<file path="config.mk">
export PLATFORM = sky130hd
export DESIGN_NAME = mips_cpu_regwrite_arbiter
export DESIGN_NICKNAME = d
export VERILOG_FILES = /design/src/rtl/mips_cpu_pkg.sv /design/src/rtl/mips_cpu_wb_fifo.sv /design/src/rtl/mips_cpu_regwrite_arbiter.sv
export SDC_FILE = /design/constraint.sdc
export NUM_CORES = 1
export LEC_CHECK = 0
export ABC_AREA = 1
export CORE_MARGIN = 4
export CORE_UTILIZATION = 45
export DETAILED_ROUTE_END_ITERATION = 8
export GPL_ROUTABILITY_DRIVEN = 0
export HOLD_SLACK_MARGIN = 0.1
export PLACE_DENSITY = 0.77
export SLEW_MARGIN = 5
export SYNTH_ARGS = -nofsm -noshare
export SYNTH_HDL_FRONTEND = slang
export SYNTH_SLANG_ARGS = --single-unit
</file>
<file path="constraint.sdc">
create_clock -name clk -period 10.4 [get_ports clk]
set_input_delay 2.08 -clock clk [delete_from_list [all_inputs] [get_ports clk]]
set_output_delay 2.08 -clock clk [all_outputs]
set_load 0.01 [all_outputs]
</file>
<file path="src/rtl/mips_cpu_pkg.sv">
// Shared types for the register-file write-back path.
//   reg_addr_t : architectural register index
//   word_t     : data word
//   wb_entry_t : one buffered write {addr, data}
//   wb_src_e   : which requester owns the write port in a given cycle
package mips_cpu_pkg;

    localparam int unsigned NUM_REGS = 32;

    typedef logic [4:0]  reg_addr_t;
    typedef logic [31:0] word_t;

    localparam reg_addr_t REG_ZERO = 5'd0;

    typedef struct packed {
        reg_addr_t addr;
        word_t     data;
    } wb_entry_t;

    typedef enum logic [1:0] {
        SrcNone,
        SrcExec,
        SrcFifo,
        SrcBypass
    } wb_src_e;

endpackage

</file>
<file path="src/rtl/mips_cpu_wb_fifo.sv">
// Small circular FIFO buffering returning load writes.
//   clk_i, reset_i : clock, synchronous active-high reset
//   push_i, push_entry_i : enqueue an entry at the tail
//   pop_i, head_o  : dequeue; head_o is the current head entry
//   full_o, empty_o, count_o : occupancy status
module mips_cpu_wb_fifo
    import mips_cpu_pkg::*;
#(
    parameter int unsigned FIFO_DEPTH = 2,
    localparam int unsigned PtrW = $clog2(FIFO_DEPTH),
    localparam int unsigned CntW = PtrW + 1
) (
    input  logic            clk_i,
    input  logic            reset_i,
    input  logic            push_i,
    input  wb_entry_t       push_entry_i,
    input  logic            pop_i,
    output wb_entry_t       head_o,
    output logic            full_o,
    output logic            empty_o,
    output logic [CntW-1:0] count_o
);

    wb_entry_t       mem_q [FIFO_DEPTH];
    logic [PtrW-1:0] wr_ptr_q, rd_ptr_q;
    logic [CntW-1:0] count_q, count_d;

    always_comb begin
        count_d = count_q;
        unique case ({push_i, pop_i})
            2'b10:   count_d = count_q + CntW'(1);
            2'b01:   count_d = count_q - CntW'(1);
            default: count_d = count_q;
        endcase
    end

    // Depth is a power of two, so the pointers wrap by natural overflow.
    always_ff @(posedge clk_i) begin
        if (reset_i) begin
            wr_ptr_q <= '0;
            rd_ptr_q <= '0;
            count_q  <= '0;
        end else begin
            if (push_i) begin
                mem_q[wr_ptr_q] <= push_entry_i;
                wr_ptr_q        <= wr_ptr_q + PtrW'(1);
            end
            if (pop_i) begin
                rd_ptr_q <= rd_ptr_q + PtrW'(1);
            end
            count_q <= count_d;
        end
    end

    assign head_o  = mem_q[rd_ptr_q];
    assign full_o  = (count_q == CntW'(FIFO_DEPTH));
    assign empty_o = (count_q == '0);
    assign count_o = count_q;

endmodule

</file>
<file path="src/rtl/mips_cpu_regwrite_arbiter.sv">
// Arbitrates the register file's single write port between the execute
// result (highest priority) and returning load data (buffered in a FIFO),
// and tracks outstanding loads per register for decode hazard checks.
//   clk, reset                     : clock, synchronous active-high reset
//   exec_valid/exec_addr/exec_data : execute-stage write request
//   load_issue/load_issue_addr     : marks a load destination pending
//   load_valid/load_ready/load_addr/load_data : load return handshake
//   write/wrAddr/wrData            : registered register-file write port
//   chkAddrA/B, hazardA/B          : read-after-load hazard queries
module mips_cpu_regwrite_arbiter
    import mips_cpu_pkg::*;
#(
    parameter int unsigned FIFO_DEPTH = 2
) (
    input  logic        clk,
    input  logic        reset,
    input  logic        exec_valid,
    input  logic [4:0]  exec_addr,
    input  logic [31:0] exec_data,
    input  logic        load_issue,
    input  logic [4:0]  load_issue_addr,
    input  logic        load_valid,
    output logic        load_ready,
    input  logic [4:0]  load_addr,
    input  logic [31:0] load_data,
    output logic        write,
    output logic [4:0]  wrAddr,
    output logic [31:0] wrData,
    input  logic [4:0]  chkAddrA,
    input  logic [4:0]  chkAddrB,
    output logic        hazardA,
    output logic        hazardB
);

    localparam int unsigned CntW = $clog2(FIFO_DEPTH) + 1;

    wb_entry_t       fifo_head;
    logic            fifo_push, fifo_pop, fifo_full, fifo_empty;
    logic [CntW-1:0] fifo_count;

    logic            load_acc, load_keep;
    wb_src_e         src;

    logic            write_q, write_d;
    reg_addr_t       wr_addr_q, wr_addr_d;
    word_t           wr_data_q, wr_data_d;
    logic [NUM_REGS-1:0] pending_q, pending_d;

    mips_cpu_wb_fifo #(
        .FIFO_DEPTH (FIFO_DEPTH)
    ) u_fifo (
        .clk_i        (clk),
        .reset_i      (reset),
        .push_i       (fifo_push),
        .push_entry_i ('{addr: load_addr, data: load_data}),
        .pop_i        (fifo_pop),
        .head_o       (fifo_head),
        .full_o       (fifo_full),
        .empty_o      (fifo_empty),
        .count_o      (fifo_count)
    );

    assign load_ready = !reset && (fifo_count < CntW'(FIFO_DEPTH));
    assign load_acc   = load_valid && load_ready;
    // Loads to r0 are accepted but go nowhere.
    assign load_keep  = load_acc && (load_addr != REG_ZERO);

    always_comb begin
        src       = SrcNone;
        fifo_pop  = 1'b0;
        if (exec_valid && exec_addr != REG_ZERO) begin
            src = SrcExec;
        end else if (!fifo_empty) begin
            src      = SrcFifo;
            fifo_pop = 1'b1;
        end else if (load_keep) begin
            src = SrcBypass;
        end
        fifo_push = load_keep && (src != SrcBypass);
    end

    always_comb begin
        write_d   = (src != SrcNone);
        wr_addr_d = wr_addr_q;
        wr_data_d = wr_data_q;
        case (src)
            SrcExec: begin
                wr_addr_d = exec_addr;
                wr_data_d = exec_data;
            end
            SrcFifo: begin
                wr_addr_d = fifo_head.addr;
                wr_data_d = fifo_head.data;
            end
            SrcBypass: begin
                wr_addr_d = load_addr;
                wr_data_d = load_data;
            end
            default: ;
        endcase

        pending_d = pending_q;
        if (src == SrcFifo || src == SrcBypass) begin
            pending_d[wr_addr_d] = 1'b0;
        end
        // A new issue to the same register overrides the clear.
        if (load_issue) begin
            pending_d[load_issue_addr] = 1'b1;
        end
        pending_d[REG_ZERO] = 1'b0;
    end

    always_ff @(posedge clk) begin
        if (reset) begin
            write_q   <= 1'b0;
            wr_addr_q <= '0;
            wr_data_q <= '0;
            pending_q <= '0;
        end else begin
            write_q   <= write_d;
            wr_addr_q <= wr_addr_d;
            wr_data_q <= wr_data_d;
            pending_q <= pending_d;
        end
    end

    // load_ready gating must make an overflowing push impossible.
    always_ff @(posedge clk) begin
        if (!reset) begin
            assert (!(fifo_push && fifo_full));
        end
    end

    assign write  = write_q;
    assign wrAddr = wr_addr_q;
    assign wrData = wr_data_q;

    // Second term covers the cycle before the register file commits the write.
    assign hazardA = pending_q[chkAddrA] ||
                     (write_q && wr_addr_q == chkAddrA && chkAddrA != REG_ZERO);
    assign hazardB = pending_q[chkAddrB] ||
                     (write_q && wr_addr_q == chkAddrB && chkAddrB != REG_ZERO);

endmodule

</file>
==> impl_metrics.py, run 1 <==
metrics = {
    "sta": {
        "clock_skew_ps": 9.139,
        "hold_viol": 0,
        "rsz0062_at_grt": "false",
        "tightest_slew_ps": 1120,
        "tns_ps": 0,
        "setup_viol": 0,
        "final.period_utilization": 0.6420,
        "slew_violations": 0,
        "hold_ws_ps": 456.5,
        "relSlewSlack": 0.2516,
        "timing.final.crit_period_ps": 6676,
        "fmax_mhz": 149.8,
    },
    "clocking": {
        "clk_latency_ps": 420,
        "hold_buffers": 0,
        "cts_buffers": 17,
        "cts_tree": "yes",
        "cts-root-buf": "clkbuf_16",
        "clk_path_buf_depth": 2,
        "cts_setup_buffers": 0,
        "h-tree-depth": 4,
        "cts_resized": 0,
        "clkSlewWorstSetupHoldPaths_ps": 60,
        "clock_sinks": 148,
    },
    "worst_setup_path": {
        "cp.required_ps": 8320,
        "crit_family": "buffers and inverters",
        "crit_arrival_ps": 4600,
        "cp-end-kind": "output port",
        "crit_type": "input pin to output port",
        "reg2reg_slack_ps": 7600,
        "crit_top_cell": "clkdlybuf4s50_1",
        "worst-path-buf-inv": 3,
        "slowest_stage": "clkdlybuf4s50_1",
        "cp_slowest_stage_delay_ps": 980,
        "startpoint_type": "input pin",
        "cp_max_fo": 28,
        "crit_chain": "clkdlybuf4s50_1 -> inv_1 -> nand2_1 -> o2111ai_1 -> o41ai_1 -> clkdlybuf4s50_1",
    },
    "placement": {
        "dp_hpwl_um": 12970,
        "dp_cells": 1092,
        "io_buffer_count": 134,
    },
    "cells_and_area": {
        "antenna_cells": 0,
        "layout_commonest_cell": "clkdlybuf4s50_1",
        "layout-drive-gt1-share": 0.09211,
        "final_cell_mix": "134 x clkdlybuf4s50_1, 126 x nand2_1, 83 x a21oi_1, 80 x o21ai_0",
        "final_nets": 995,
        "stdcell_count": 1123,
        "synthToLayoutAreaGrowth_pct": 27.80,
    },
    "detailed_routing": {
        "drtPass1Iterations": 5,
        "routedWlPerCell_um": 17.00,
        "viasPerCell": 5.515,
        "num_vias": 6193,
        "wirelength_um": 19090,
        "ant_nets": 0,
        "drtIter0Drc": 523,
        "drc_errors": 0,
    },
    "floorplanning": {
        "coreArea_mm2": 0.01531,
        "dieArea_mm2": 0.01781,
        "rows": 45,
        "die_y_um": 133.5,
        "start_util": 0.4626,
        "num_io_pins": 135,
        "die_w_um": 133.5,
    },
    "global_route": {
        "grt_max_degree": 40,
        "grt_pass1_vias": 5943,
        "track_usage": 0.2143,
        "grt_overflow": 0,
        "grt_pass1_wl_um": 30410,
        "antenna_found_initial": 1,
    },
    "synthesis": {
        "yosysUniqueCellTypes": 44,
        "synthCells": 783,
        "synth_ff_type": "edfxtp_1",
        "ys_warn_count": 0,
        "synth_nets": 878,
        "syn_avg_cell_area_um2": 9.048,
        "yosysSeqAreaShare": 0.5228,
        "ys_ff_latch": 148,
        "synth_edf_count": 74,
        "synth-async-reset-ratio": 0,
        "synth.cell_area_mm2": 0.007084,
    },
    "pwr": {
        "p_leak_nw": 3.228,
        "vdd_drop_max_v": 0.0001364,
        "power_density_mw_per_mm2": 205.7,
    },
    "job": {
        "maxCapViolations": 0,
    },
    "status": {
        "status": "finished, final reports clean",
    },
    "min_path": {
        "hold_class": "register to register",
    },
}
==> state kept, by name, summed over array words and instances, names as in the netlist, named ones only <==
signal           cells
u_fifo.rd_ptr_q      1
u_fifo.wr_ptr_q      1
u_fifo.mem_q        74
u_fifo.count_o       2
wrAddr               5
write                1
pending_q           31
wrData              32
==> cell usage after synthesis (2+ instances only) <==
cell,n,share of area
a21oi_1,83,0.059
a22o_1,7,0.0087
a31oi_1,21,0.019
buf_1,4,0.0021
buf_2,3,0.0021
buf_4,4,0.0042
buf_6,7,0.011
clkbuf_1,22,0.012
dfxtp_1,74,0.21
edfxtp_1,74,0.31
inv_1,74,0.039
inv_2,6,0.0032
mux2_2,11,0.017
nand2_1,126,0.067
nand2_2,2,0.0018
nand2_4,3,0.0048
nand3_1,42,0.030
nand3_2,8,0.011
nand3_4,5,0.012
nand4_1,7,0.0062
nand4_2,2,0.0035
nor2_1,27,0.014
nor2_2,2,0.0018
nor2_4,6,0.0095
nor3_1,9,0.0064
o211ai_1,33,0.035
o21ai_0,80,0.057
o21ai_1,19,0.013
o22ai_1,6,0.0053
xor2_1,2,0.0025
==> worst paths after layout <==
check | from | endpoint | depth (start not counted)
worst min register to register | u_fifo.rd_ptr_q | register | 1
worst min-delay path | u_fifo.rd_ptr_q | register | 1
worst max-delay path | chkAddrB[0] | hazardB | 6
worst max register to register | u_fifo.count_o[1] | u_fifo.mem_q[0][23] | 8
==> where the power goes <==
group / switching (mW) / total, mW / internal [mW]
Clock: 0.238 / 0.566 / 0.327
Combinational: 0.333 / 0.555 / 0.222
Sequential: 0.0496 / 0.742 / 0.692
==> stage by stage <==
| step | power [mW] | setup WS (ps) | utilization | instance area, um^2 |
|---|---|---|---|---|
| CTS | 1.870 | 3756 | 0.5912 | 9054 |
| finish | 1.862 | 3724 | 0.5912 | 9054 |
| global route | 1.955 | 3488 | 0.5912 | 9054 |
| global placement | 1.292 | 3837 | 0.5560 | 8514 |
| floorplan | 1.094 | 5162 | - | 7084 |
| detailed placement | 1.305 | 3758 | 0.5560 | 8514 |
==> kinds of logic (layout without fill, tap and decap cells) <==
family / after synthesis / in the layout / share of synthesized area
flops: 148 / 148 / 0.5228
buf+inv: 122 / 251 / 0.07577
fa+ha+maj: 1 / 1 / 0.001766
xor+xnor: 3 / 3 / 0.003710
mux: 11 / 11 / 0.01749
compound gates: 257 / 257 / 0.2065
simple gates: 241 / 241 / 0.1720
==> layer usage <==
| metal | vias to the layer above | wire length (um) | share of wire | track usage |
|---|---|---|---|---|
| met3 | 45 | 1521 | 0.080 | 0.06533 |
| met1 | 2904 | 8072 | 0.42 | 0.2669 |
| met2 | 241 | 8969 | 0.47 | 0.3530 |
| li1 | 3001 | - | - | - |
| met5 | - | 12 | 0.00063 | 0 |
| met4 | 2 | 513 | 0.027 | 0.07829 |
==> worst register-to-register path, cell delays in order (launching register included) <==
cell and delay, ps:
dfxtp_1 500, nor3b_4 100, nand2_4 170, clkinv_4 110, nand3_4 110, inv_2 240
nor2_1 170, inv_1 140, nor2_4 860
==> layout make-up <==
cell class                 instances  area, um^2
inverter                          82       315.3
tap                              211       264.0
clock inverter                    12       106.4
fill                            1348        6261
multi-input combinational        513        2859
timing repair buffer             138        1371
sequential                       148        3705
clock buffer                      19       432.9
No activity file was read; power rests on OpenSTA's default activity.
==> run 2, diff against run 1 <==
Settings changed: PLACE_DENSITY 0.77 to 0.79.
Clock period 10.4 ns to 5.55 ns, I/O delays scaled along.
==> run 2 against run 1 <==
Net effect: clock skew about the same; die area did not move; final cell count is 0.27% higher; sequential power up 86%.
==> impl_metrics.py, run 2 (same netlist as run 1, synthesis figures left out) <==
metrics = {
    "status": {
        "status": "finished, final reports clean",
    },
    "sta": {
        "hold_viol": 0,
        "final.period_utilization": 0.8450,
        "worst_slack_ps": 860.3,
        "tns_ps": 0,
        "fmax_mhz": 213.2,
        "timing.final.crit_period_ps": 4690,
        "setup_viol": 0,
        "tightest_slew_ps": 1076,
        "relSlewSlack": 0.2771,
        "slew_violations": 0,
        "rsz0062_at_grt": "false",
        "clock_skew_ps": 9.638,
    },
    "floorplanning": {
        "num_io_pins": 135,
        "dieArea_mm2": 0.01781,
        "start_util": 0.4626,
        "rows": 45,
        "die_w_um": 133.5,
        "coreArea_mm2": 0.01531,
        "die_y_um": 133.5,
    },
    "worst_setup_path": {
        "cp_slowest_stage_delay_ps": 980,
        "cp_max_fo": 28,
        "slowest_stage": "clkdlybuf4s50_1",
        "crit_family": "buffers and inverters",
        "cp.required_ps": 4440,
        "crit_top_cell": "clkdlybuf4s50_1",
        "worstReg2RegStart": "u_fifo.count_o[1]",
        "worst-path-buf-inv": 3,
        "crit_arrival_ps": 3580,
        "cp-startpoint": "chkAddrB[0]",
        "startpoint_type": "input pin",
        "crit_chain": "clkdlybuf4s50_1 -> inv_1 -> nand2_1 -> o2111ai_1 -> o41ai_1 -> clkdlybuf4s50_1",
        "cp-end-kind": "output port",
        "crit_type": "input pin to output port",
    },
    "placement": {
        "placedInstanceArea_mm2": 0.008529,
        "dp_cells": 1094,
        "io_buffer_count": 134,
        "dp_hpwl_um": 12880,
        "pre_cts_slack_ps": 911.3,
    },
    "cells_and_area": {
        "finish.instance_area_mm2": 0.009072,
        "antenna_cells": 0,
        "synthToLayoutAreaGrowth_pct": 28.06,
        "stdcell_count": 1126,
        "largest_reg_flops": 74,
        "fin_util": 0.5924,
        "layout-drive-gt1-share": 0.09180,
        "regMostFlops": "u_fifo.mem_q",
        "final_nets": 997,
        "final_cell_mix": "134 x clkdlybuf4s50_1, 126 x nand2_1, 83 x a21oi_1, 80 x o21ai_0",
        "layout_commonest_cell": "clkdlybuf4s50_1",
    },
    "global_route": {
        "grt_pass1_wl_um": 29530,
        "grt_pass1_vias": 5784,
        "track_usage": 0.2083,
        "antenna_found_initial": 0,
        "grt_max_degree": 48,
        "grt_overflow": 0,
    },
    "detailed_routing": {
        "wirelength_um": 18830,
        "drc_errors": 0,
        "drtIter0Drc": 525,
        "num_vias": 6160,
        "drtPass1Iterations": 5,
        "ant_nets": 0,
        "routedWlPerCell_um": 16.73,
        "viasPerCell": 5.471,
    },
    "min_path": {
        "min-delay-start": "u_fifo.rd_ptr_q",
        "hold_class": "register to register",
    },
    "clocking": {
        "cts_resized": 0,
        "hold_buffers": 0,
        "clk_path_buf_depth": 2,
        "cts_setup_buffers": 0,
        "cts_tree": "yes",
        "clk_latency_ps": 420,
        "cts-root-buf": "clkbuf_16",
        "clock_sinks": 148,
        "cts_buffers": 17,
        "h-tree-depth": 4,
        "clkSlewWorstSetupHoldPaths_ps": 60,
    },
    "pwr": {
        "vdd_drop_max_v": 0.0002793,
        "p_leak_nw": 3.243,
        "power_density_mw_per_mm2": 384.2,
    },
    "job": {
        "maxCapViolations": 0,
    },
}
[run 2: cell count changes in the layout (fill, tap and decap cells not counted), sizes merged]
cell | previous run | this run
clkbuf | 19 | 21
clkinv | 6 | 7
clkinvlp | 3 | 1
buf | 4 | 6
[run 2: metal layers]
| metal | vias to the layer above | wire, um | GRT usage |
|---|---|---|---|
| met3 | 22 | 1554 | 0.06798 |
| met4 | 0 | 259 | 0.05714 |
| met5 | - | 0 | 0 |
| li1 | 3014 | - | - |
| met2 | 234 | 8869 | 0.3448 |
| met1 | 2890 | 8150 | 0.2632 |
[run 2: path summary, 6_finish.rpt]
check	slack (ps)	end	cells past startpoint
max	860	hazardB	6
min	460	register	1
max reg2reg	2850	u_fifo.count_o[1]	12
min reg2reg	460	register	1
[run 2: final cells by class]
type	count	area, um^2
fillers	1331	6242
flip-flops and latches	148	3705
multi-input cells	513	2859
repair buffers	140	1386
clock buffers	21	440.4
inverters	82	315.3
well taps	211	264.0
clock inverters	11	102.6
[run 2: power by group]
group / total [mW] / internal, mW / leakage [nW] / switching, mW
registers: 1.38 / 1.30 / 1.28 / 0.0845
logic: 1.05 / 0.419 / 1.70 / 0.628
clock network: 1.06 / 0.618 / 0.261 / 0.438
total: 3.49 / 2.33 / 3.24 / 1.15
[run 2: stage by stage]
stage / total power [mW] / hold WS [ps]
CTS: 3.497 / 461.3
floorplan: 2.050 / 425.7
global route: 3.654 / 486.4
global placement: 2.423 / 426.5
detailed placement: 2.445 / 451.8
finish: 3.485 / 460.3
==> run 3, diff against run 2 <==
Settings changed: PLACE_DENSITY 0.79 to 0.77.
Clock period 5.55 ns to 4.9 ns, I/O delays scaled along.
==> run 3 against run 2 <==
Net effect: clock-buffer cell count down 4; clock power up 23%; final cell count is 0.36% higher; hold slack worse by 7.0 ps; critical endpoint unchanged; largest cell class unchanged.
==> impl_metrics.py, run 3 (same netlist as run 1, synthesis figures left out) <==
metrics = {
    "worst_setup_path": {
        "cp_max_fo": 18,
        "crit_type": "input pin to output port",
        "crit_arrival_ps": 3210,
        "startpoint_type": "input pin",
        "cp.required_ps": 3920,
        "cp-end-kind": "output port",
    },
    "global_route": {
        "grt_pass1_vias": 5873,
        "grt_util_met2": 0.3431,
        "grt_pass1_wl_um": 30270,
        "top_usage_layer": "met2",
        "grt_max_degree": 40,
        "track_usage": 0.2121,
        "grt_overflow": 0,
        "antenna_found_initial": 1,
        "met3_usage": 0.06269,
        "grtUsageMet1": 0.2759,
    },
    "detailed_routing": {
        "drtIter0Drc": 479,
        "drc_errors": 0,
        "wirelength_um": 18990,
        "routedWlPerCell_um": 16.81,
        "viasPerCell": 5.567,
        "ant_nets": 0,
        "drtPass1Iterations": 5,
        "num_vias": 6291,
    },
    "sta": {
        "worst_slack_ps": 705.9,
        "hold_viol": 0,
        "setup_viol": 0,
        "clock_skew_ps": 11.95,
        "timing.final.crit_period_ps": 4194,
        "rsz0062_at_grt": "false",
        "slew_violations": 0,
        "relSlewSlack": 0.3352,
        "final.period_utilization": 0.8559,
        "tns_ps": 0,
        "fmax_mhz": 238.4,
        "tightest_slew_ps": 989.6,
    },
    "cells_and_area": {
        "final_nets": 1001,
        "layout_commonest_cell": "clkdlybuf4s50_1",
        "final_cell_mix": "134 x clkdlybuf4s50_1, 126 x nand2_1, 83 x a21oi_1, 80 x o21ai_0",
        "fill_cells": 1324,
        "regMostFlops": "u_fifo.mem_q",
        "largest_reg_flops": 74,
        "finish.instance_area_mm2": 0.009153,
        "antenna_cells": 0,
        "layout-drive-gt1-share": 0.1012,
        "synthToLayoutAreaGrowth_pct": 29.19,
    },
    "job": {
        "maxCapViolations": 0,
    },
    "placement": {
        "dp_hpwl_um": 13200,
        "io_buffer_count": 134,
        "placedInstanceArea_mm2": 0.008559,
        "pre_cts_slack_ps": 723.4,
    },
    "clocking": {
        "cts-root-buf": "clkbuf_16",
        "clk_latency_ps": 420,
        "clk_path_buf_depth": 2,
        "cts_tree": "yes",
        "h-tree-depth": 4,
        "cts_buffers": 17,
        "cts_resized": 0,
        "hold_buffers": 0,
        "clock_sinks": 148,
        "cts_setup_buffers": 0,
        "clkSlewWorstSetupHoldPaths_ps": 60,
    },
    "pwr": {
        "power_density_mw_per_mm2": 443.2,
        "p_leak_nw": 3.288,
        "vdd_drop_max_v": 0.0002538,
    },
    "floorplanning": {
        "coreArea_mm2": 0.01531,
        "die_w_um": 133.5,
        "num_io_pins": 135,
        "die_y_um": 133.5,
        "dieArea_mm2": 0.01781,
        "rows": 45,
        "start_util": 0.4626,
    },
    "status": {
        "status": "finished, final reports clean",
    },
    "min_path": {
        "hold_class": "register to register",
    },
}
run 3: cell types whose count changed in the layout (fill, tap and decap cells not counted):
cell / previous run / this run
buf_4: 6 / 10
clkbuf_1: 4 / 0
inv_6: 3 / 6
clkinv_4: 4 / 2
inv_8: 0 / 2
bufinv_16: 1 / 2
clkinv_1: 2 / 1
clkinvlp_4: 1 / 2
run 3: per-stage QoR:
| stage | utilization | hold WS, ps | instances | total power [mW] |
|---|---|---|---|---|
| 5_1_grt | 0.5976 | 465.5 | 1130 | 4.254 |
| 4_1_cts | 0.5976 | 449.5 | 1130 | 4.069 |
| 3_5_place_dp | 0.5589 | 441.2 | 1098 | 2.769 |
| 2_1_floorplan | - | 425.7 | 783 | 2.322 |
| 3_3_place_gp | 0.5589 | 430.7 | 1098 | 2.749 |
| 6_report | 0.5976 | 453.3 | 1130 | 4.056 |
run 3: path summary, 6_finish.rpt:
| check | start | to | slack [ps] | cells after the start |
|---|---|---|---|---|
| min reg2reg | u_fifo.rd_ptr_q | register | 450 | 1 |
| max reg2reg | u_fifo.count_o[1] | u_fifo.mem_q[0][4] | 2490 | 9 |
| max | chkAddrB[0] | hazardB | 710 | 6 |
| min | u_fifo.rd_ptr_q | register | 450 | 1 |
run 3: critical path, stage by stage:
cell             delay, ps
clkdlybuf4s50_1        780
inv_1                  230
nand2_1                100
o2111ai_1               90
o41ai_1                410
clkdlybuf4s50_1        620
run 3: power by group:
part	leakage [nW]	total [mW]	switching [mW]	internal, mW
clock	0.287	1.30	0.539	0.764
sequential	1.28	1.58	0.112	1.47
combinational	1.72	1.17	0.694	0.479
total	3.29	4.06	1.35	2.71
run 3: area by class of cell:
type	count	area [um^2]	share of cell area
clock buffer	17	425.4	0.04648
timing repair buffer	144	1416	0.1548
clock inverter	15	167.7	0.01832
tap	211	264.0	0.02884
multi-input combinational	513	2859	0.3124
sequential	148	3705	0.4048
inverter	82	315.3	0.03445
run 3: layer usage:
metal  wire length (um)  vias up  share of wire
li1                   -     3014              -
met1               8177     2986           0.43
met2               8941      265           0.47
met3               1559       24          0.082
met4                298        2          0.016
met5                 13        -        0.00068
